==> src/rtl/ram_arbiter_pkg.sv <==
// +-----------------------------------------------------------------------+
// | ram_arbiter_pkg : shared defaults, requester IDs, read-tag record       |
// | Rev 1.0                                                                |
// +-----------------------------------------------------------------------+
`default_nettype none

package ram_arbiter_pkg;

    localparam int AW_DEFAULT = 5;
    localparam int DW_DEFAULT = 32;

    typedef enum logic {
        REQ_A = 1'b0,
        REQ_B = 1'b1
    } req_id_e;

    typedef struct packed {
        logic    valid;
        req_id_e id;
    } rd_tag_t;

endpackage

`default_nettype wire

==> src/rtl/ram_arbiter_arb_rr2.sv <==
// +-----------------------------------------------------------------------+
// | arb_rr2 : two-way round-robin selector with its own priority pointer  |
// | Rev 1.0                                                                |
// +-----------------------------------------------------------------------+
`default_nettype none

module arb_rr2
    import ram_arbiter_pkg::*;
(
    input  logic       clk,
    input  logic       rst_n,
    input  logic [1:0] req_i,
    output logic [1:0] gnt_o
);

    // ptr_q = REQ_A means A wins a tie, REQ_B means B wins a tie
    req_id_e ptr_q;
    req_id_e ptr_d;

    always_comb begin
        gnt_o[0] = req_i[0] & (~req_i[1] | (ptr_q == REQ_A));
        gnt_o[1] = req_i[1] & (~req_i[0] | (ptr_q == REQ_B));
        ptr_d    = ptr_q;
        if (gnt_o[0]) begin
            ptr_d = REQ_B;
        end else if (gnt_o[1]) begin
            ptr_d = REQ_A;
        end
    end

    always_ff @(posedge clk or negedge rst_n) begin
        if (!rst_n) begin
            ptr_q <= REQ_A;
        end else begin
            ptr_q <= ptr_d;
        end
    end

endmodule

`default_nettype wire

==> src/rtl/ram_arbiter.sv <==
// +-----------------------------------------------------------------------+
// | ram_arbiter : two requesters sharing one synchronous single-port RAM  |
// | Rev 1.0                                                                |
// +-----------------------------------------------------------------------+
`default_nettype none

module ram_arbiter
    import ram_arbiter_pkg::*;
#(
    parameter int AW = AW_DEFAULT,
    parameter int DW = DW_DEFAULT
) (
    input  logic          clk,
    input  logic          rst_n,

    input  logic          a_req_i,
    input  logic          a_we_i,
    input  logic [AW-1:0] a_addr_i,
    input  logic [DW-1:0] a_wdata_i,
    output logic          a_gnt_o,
    output logic          a_rvalid_o,
    output logic [DW-1:0] a_rdata_o,

    input  logic          b_req_i,
    input  logic          b_we_i,
    input  logic [AW-1:0] b_addr_i,
    input  logic [DW-1:0] b_wdata_i,
    output logic          b_gnt_o,
    output logic          b_rvalid_o,
    output logic [DW-1:0] b_rdata_o,

    output logic          ram_ena_o,
    output logic          ram_wena_o,
    output logic [AW-1:0] ram_addr_o,
    output logic [DW-1:0] ram_din_o,
    input  logic [DW-1:0] ram_dout_i
);

    logic [1:0]    sel;
    logic          a_gnt_q,  a_gnt_d;
    logic          b_gnt_q,  b_gnt_d;
    logic          ena_q,    ena_d;
    logic          wena_q,   wena_d;
    logic [AW-1:0] addr_q,   addr_d;
    logic [DW-1:0] din_q,    din_d;
    rd_tag_t       tag_q,    tag_d;

    // A requester is ineligible in the cycle its grant is showing,
    // which makes a held request re-arbitrate as a fresh one.
    arb_rr2 u_arb (
        .clk   (clk),
        .rst_n (rst_n),
        .req_i ({b_req_i & ~b_gnt_q, a_req_i & ~a_gnt_q}),
        .gnt_o (sel)
    );

    always_comb begin
        a_gnt_d = sel[0];
        b_gnt_d = sel[1];
        ena_d   = sel[0] | sel[1];
        wena_d  = 1'b0;
        addr_d  = addr_q;
        din_d   = din_q;
        if (sel[0]) begin
            wena_d = a_we_i;
            addr_d = a_addr_i;
            din_d  = a_wdata_i;
        end else if (sel[1]) begin
            wena_d = b_we_i;
            addr_d = b_addr_i;
            din_d  = b_wdata_i;
        end
        // The RAM performs the access on the edge that loads this tag,
        // so the tag and ram_dout line up in the following cycle.
        tag_d.valid = ena_q & ~wena_q;
        tag_d.id    = b_gnt_q ? REQ_B : REQ_A;
    end

    always_ff @(posedge clk or negedge rst_n) begin
        if (!rst_n) begin
            a_gnt_q <= 1'b0;
            b_gnt_q <= 1'b0;
            ena_q   <= 1'b0;
            wena_q  <= 1'b0;
            addr_q  <= '0;
            din_q   <= '0;
            tag_q   <= '{valid: 1'b0, id: REQ_A};
        end else begin
            a_gnt_q <= a_gnt_d;
            b_gnt_q <= b_gnt_d;
            ena_q   <= ena_d;
            wena_q  <= wena_d;
            addr_q  <= addr_d;
            din_q   <= din_d;
            tag_q   <= tag_d;
        end
    end

    assign a_gnt_o    = a_gnt_q;
    assign b_gnt_o    = b_gnt_q;
    assign ram_ena_o  = ena_q;
    assign ram_wena_o = wena_q;
    assign ram_addr_o = addr_q;
    assign ram_din_o  = din_q;

    assign a_rvalid_o = tag_q.valid & (tag_q.id == REQ_A);
    assign b_rvalid_o = tag_q.valid & (tag_q.id == REQ_B);
    assign a_rdata_o  = a_rvalid_o ? ram_dout_i : '0;
    assign b_rdata_o  = b_rvalid_o ? ram_dout_i : '0;

endmodule

`default_nettype wire

==> config.mk <==
export PLATFORM = sky130hd
export DESIGN_NAME = ram_arbiter
export DESIGN_NICKNAME = d
export VERILOG_FILES = /design/src/rtl/ram_arbiter_pkg.sv /design/src/rtl/ram_arbiter_arb_rr2.sv /design/src/rtl/ram_arbiter.sv
export SDC_FILE = /design/constraint.sdc
export NUM_CORES = 1
export LEC_CHECK = 0
export CORE_MARGIN = 2
export CORE_UTILIZATION = 31
export CTS_CLUSTER_SIZE = 25
export DETAILED_ROUTE_END_ITERATION = 10
export GPL_ROUTABILITY_DRIVEN = 1
export PLACE_DENSITY_LB_ADDON = 0.3
export SLEW_MARGIN = 20
export SYNTH_ARGS = -nofsm -noshare
export SYNTH_HDL_FRONTEND = slang
export SYNTH_SLANG_ARGS = --single-unit
export TNS_END_PERCENT = 50
==> constraint.sdc <==
create_clock -name clk -period 1.45 [get_ports clk]
set_input_delay 0.2175 -clock clk [delete_from_list [all_inputs] [get_ports clk]]
set_output_delay 0.2175 -clock clk [all_outputs]
set_load 0.02 [all_outputs]
==> flow_summary.yaml <==
synthesis:
  synth_top_area_cell: "dfrtp_1"
  synth_area_leaders: "dfrtp_1 (47%), or3_1 (9.8%), o221a_1 (9.5%), and2_1 (8.7%), and3_1 (8.5%)"
  syn_nets: 334
  synth_top_area_frac: 0.466
  ys_types: 19
  synth-seq-cells: 44
  syn_inst: 222
  synth_area_per_cell_sq_um: 10.6
  ys.warnings.count: 0
  synth_area_sq_um: 2360
  ys_seq_area_frac: 0.466
power_and_ir_drop:
  irDropWorstVdd_mv: 0.595
  leakage_nw: 2.31
  power.density_nw_per_um2: 1130
detailed_routing:
  vias_per_cell: 5.11
  route.detailed.drc: 0
  vias: 2813
  wl_microns: 10500
  drtIter0Drc: 102
  ant_nets: 0
  drt_first_pass_iters: 4
  routedWlPerCell_microns: 19.1
sta:
  worst_pin_slew_ns: 0.561
  timing.hold.ws_ns: 0.433
  clock.fmax_mhz: 623
  setup_slack_ns: -0.155
  slew_headroom: 0.626
  finalCritPeriodShare: 1.11
  setup_viol: 60
  fin_crit_ns: 1.60
  clock-skew-final_ns: 0.0169
  rsz0062_at_grt: "yes"
  slew_viol_final: 0
  hold_violations: 0
hold_path:
  holdCritPathClass: "in -> async"
layout:
  finalNetCount: 561
  layout-drive-gt1-share: 0.358
  mostFrequentLayoutCell: "clkdlybuf4s50_1"
  area_growth_pct: 114
  final_cell_mix: "clkdlybuf4s50_1 (109), buf_6 (47), dfrtp_1 (43)"
  fin_util: 0.691
status:
  violations: "setup timing"
  run_status: "finished, violations left"
clock_network:
  path_clk_slew_ns: 0.09
  cts_tree: "built"
  clock_sinks: 44
  cts-buffers-inserted: 5
  clock_latency_ns: 0.30
  clk_path_buf_depth: 2
  htreeDepth: 2
  cts_root_buf: "clkbuf_8"
placed_design:
  io_buffer_count: 218
  place_ws_ns: -0.395
  dp_hpwl_microns: 7260
  place_congestion: 0.753
worst_setup_path:
  crit_fanout: 8
  startpoint_type: "flop"
  cp-end-kind: "primary output"
  worstPathArrival_ns: 1.39
  reg2reg_setup_slack_ns: -0.02
  critPathKind: "reg -> out"
  cp.required_ns: 1.23
floorplanning:
  initial_core_util: 0.322
  die_y_microns: 91.3
  boundaryPins: 219
  die_w_microns: 91.3
  dieArea_sq_um: 8340
  coreArea_sq_um: 7330
  core.rowCount: 31
job:
  cap_violations: 0
global_routing:
  grt_first_pass_wirelength_microns: 15700
  grt_usage: 0.238
  antenna_found_initial: 2
  grt_start_max_net_pins: 28
  grt_pass1_vias: 2968
  overflow: 0
==> power breakdown <==
part | total, mW | internal, mW | switching [mW]
combinational | 3.00 | 1.56 | 1.45
sequential | 1.69 | 1.52 | 0.174
clock | 1.00 | 0.564 | 0.439
==> logic make-up (layout without fill, tap and decap cells) <==
| family | Yosys count | in the layout | share of synthesized area |
|---|---|---|---|
| AOI/OAI and AO/OA | 40 | 40 | 0.185 |
| DFF | 44 | 44 | 0.466 |
| and+or+nand+nor | 110 | 111 | 0.292 |
| other | 0 | 2 | 0 |
| buffers and inverters | 28 | 255 | 0.0566 |
==> metrics by stage <==
stage                     cell area [sq um]  setup TNS, ns  power, mW  instances
after floorplan                        2360              0       3.04        222
after detailed placement               4700         -28.41       4.54        529
after CTS                              4940          -7.10       5.59        545
after global placement                 4690         -40.53       4.50        529
after global routing                   5060          -9.41       5.97        551
final                                  5060          -5.39       5.70        551
==> cell usage after synthesis <==
| library cell | count |
|---|---|
| dfrtp_1 | 44 |
| or3b_1 | 1 |
| and2_1 | 33 |
| or3_1 | 37 |
| nor2b_2 | 1 |
| a21o_1 | 1 |
| or2_2 | 1 |
| inv_1 | 3 |
| a22o_1 | 1 |
| nand2b_1 | 1 |
| o21ai_0 | 1 |
| buf_2 | 5 |
| o221a_2 | 17 |
| and3_1 | 32 |
| o221a_1 | 20 |
| buf_6 | 3 |
| clkbuf_1 | 17 |
| nand2_1 | 1 |
| nor2b_1 | 3 |
==> routing by layer <==
metal	routed length, microns	GRT usage	vias up
li1	-	-	1298
met1	4130	0.269	1344
met2	5410	0.433	155
met3	740	0.0581	16
met4	263	0.0833	0
met5	0	0	-
==> worst paths after layout <==
kind,to,cells past startpoint,start
min reg2reg,tag_q[1]$_DFF_PN0_,1,ram_wena_o$_DFF_PN0_
max,a_rdata_o[23],4,tag_q[0]$_DFF_PN0_
max in group asynchronous,ram_din_o[9]$_DFFE_PN0P_,3,rst_n
min in group clk,tag_q[1]$_DFF_PN0_,1,ram_wena_o$_DFF_PN0_
max reg2reg,ram_din_o[26]$_DFFE_PN0P_,5,a_gnt_o$_DFF_PN0_
min,ram_addr_o[0]$_DFFE_PN0P_,2,rst_n
==> state kept, by name, summed over array words and instances (netlist names) <==
signal / flops
ram_din_o: 32
ram_addr_o: 5
tag_q: 2
a_gnt_o: 1
b_gnt_o: 1
ram_ena_o: 1
ram_wena_o: 1
u_arb.ptr_q: 1
==> critical path, stage by stage (launching register included) <==
cell	delay, ns
dfrtp_1	0.42
nor2b_4	0.25
buf_6	0.18
and2_4	0.15
buf_6	0.11
==> area by class of cell <==
| class | instances | area, sq um |
|---|---|---|
| Inverter | 3 | 11.3 |
| Fill cell | 564 | 2270 |
| Timing Repair Buffer | 244 | 2390 |
| Antenna cell | 2 | 5.00 |
| Tap cell | 99 | 124 |
| Sequential cell | 44 | 1100 |
| Clock buffer | 6 | 82.6 |
| Clock inverter | 2 | 38.8 |
| Multi-Input combinational cell | 151 | 1310 |
==> timing repair <==
item | in CTS | in global routing
endpoints found under the setup margin | 145 | 104
hold buffers | 1 | 0
gates cloned | 6 | 2
pin swaps | 36 | 9
resized for setup | 424 | 13
setup buffers | 1 | 2
endpoints found under the hold margin | 21 | 0
No activity file was read; power rests on OpenSTA's default activity.
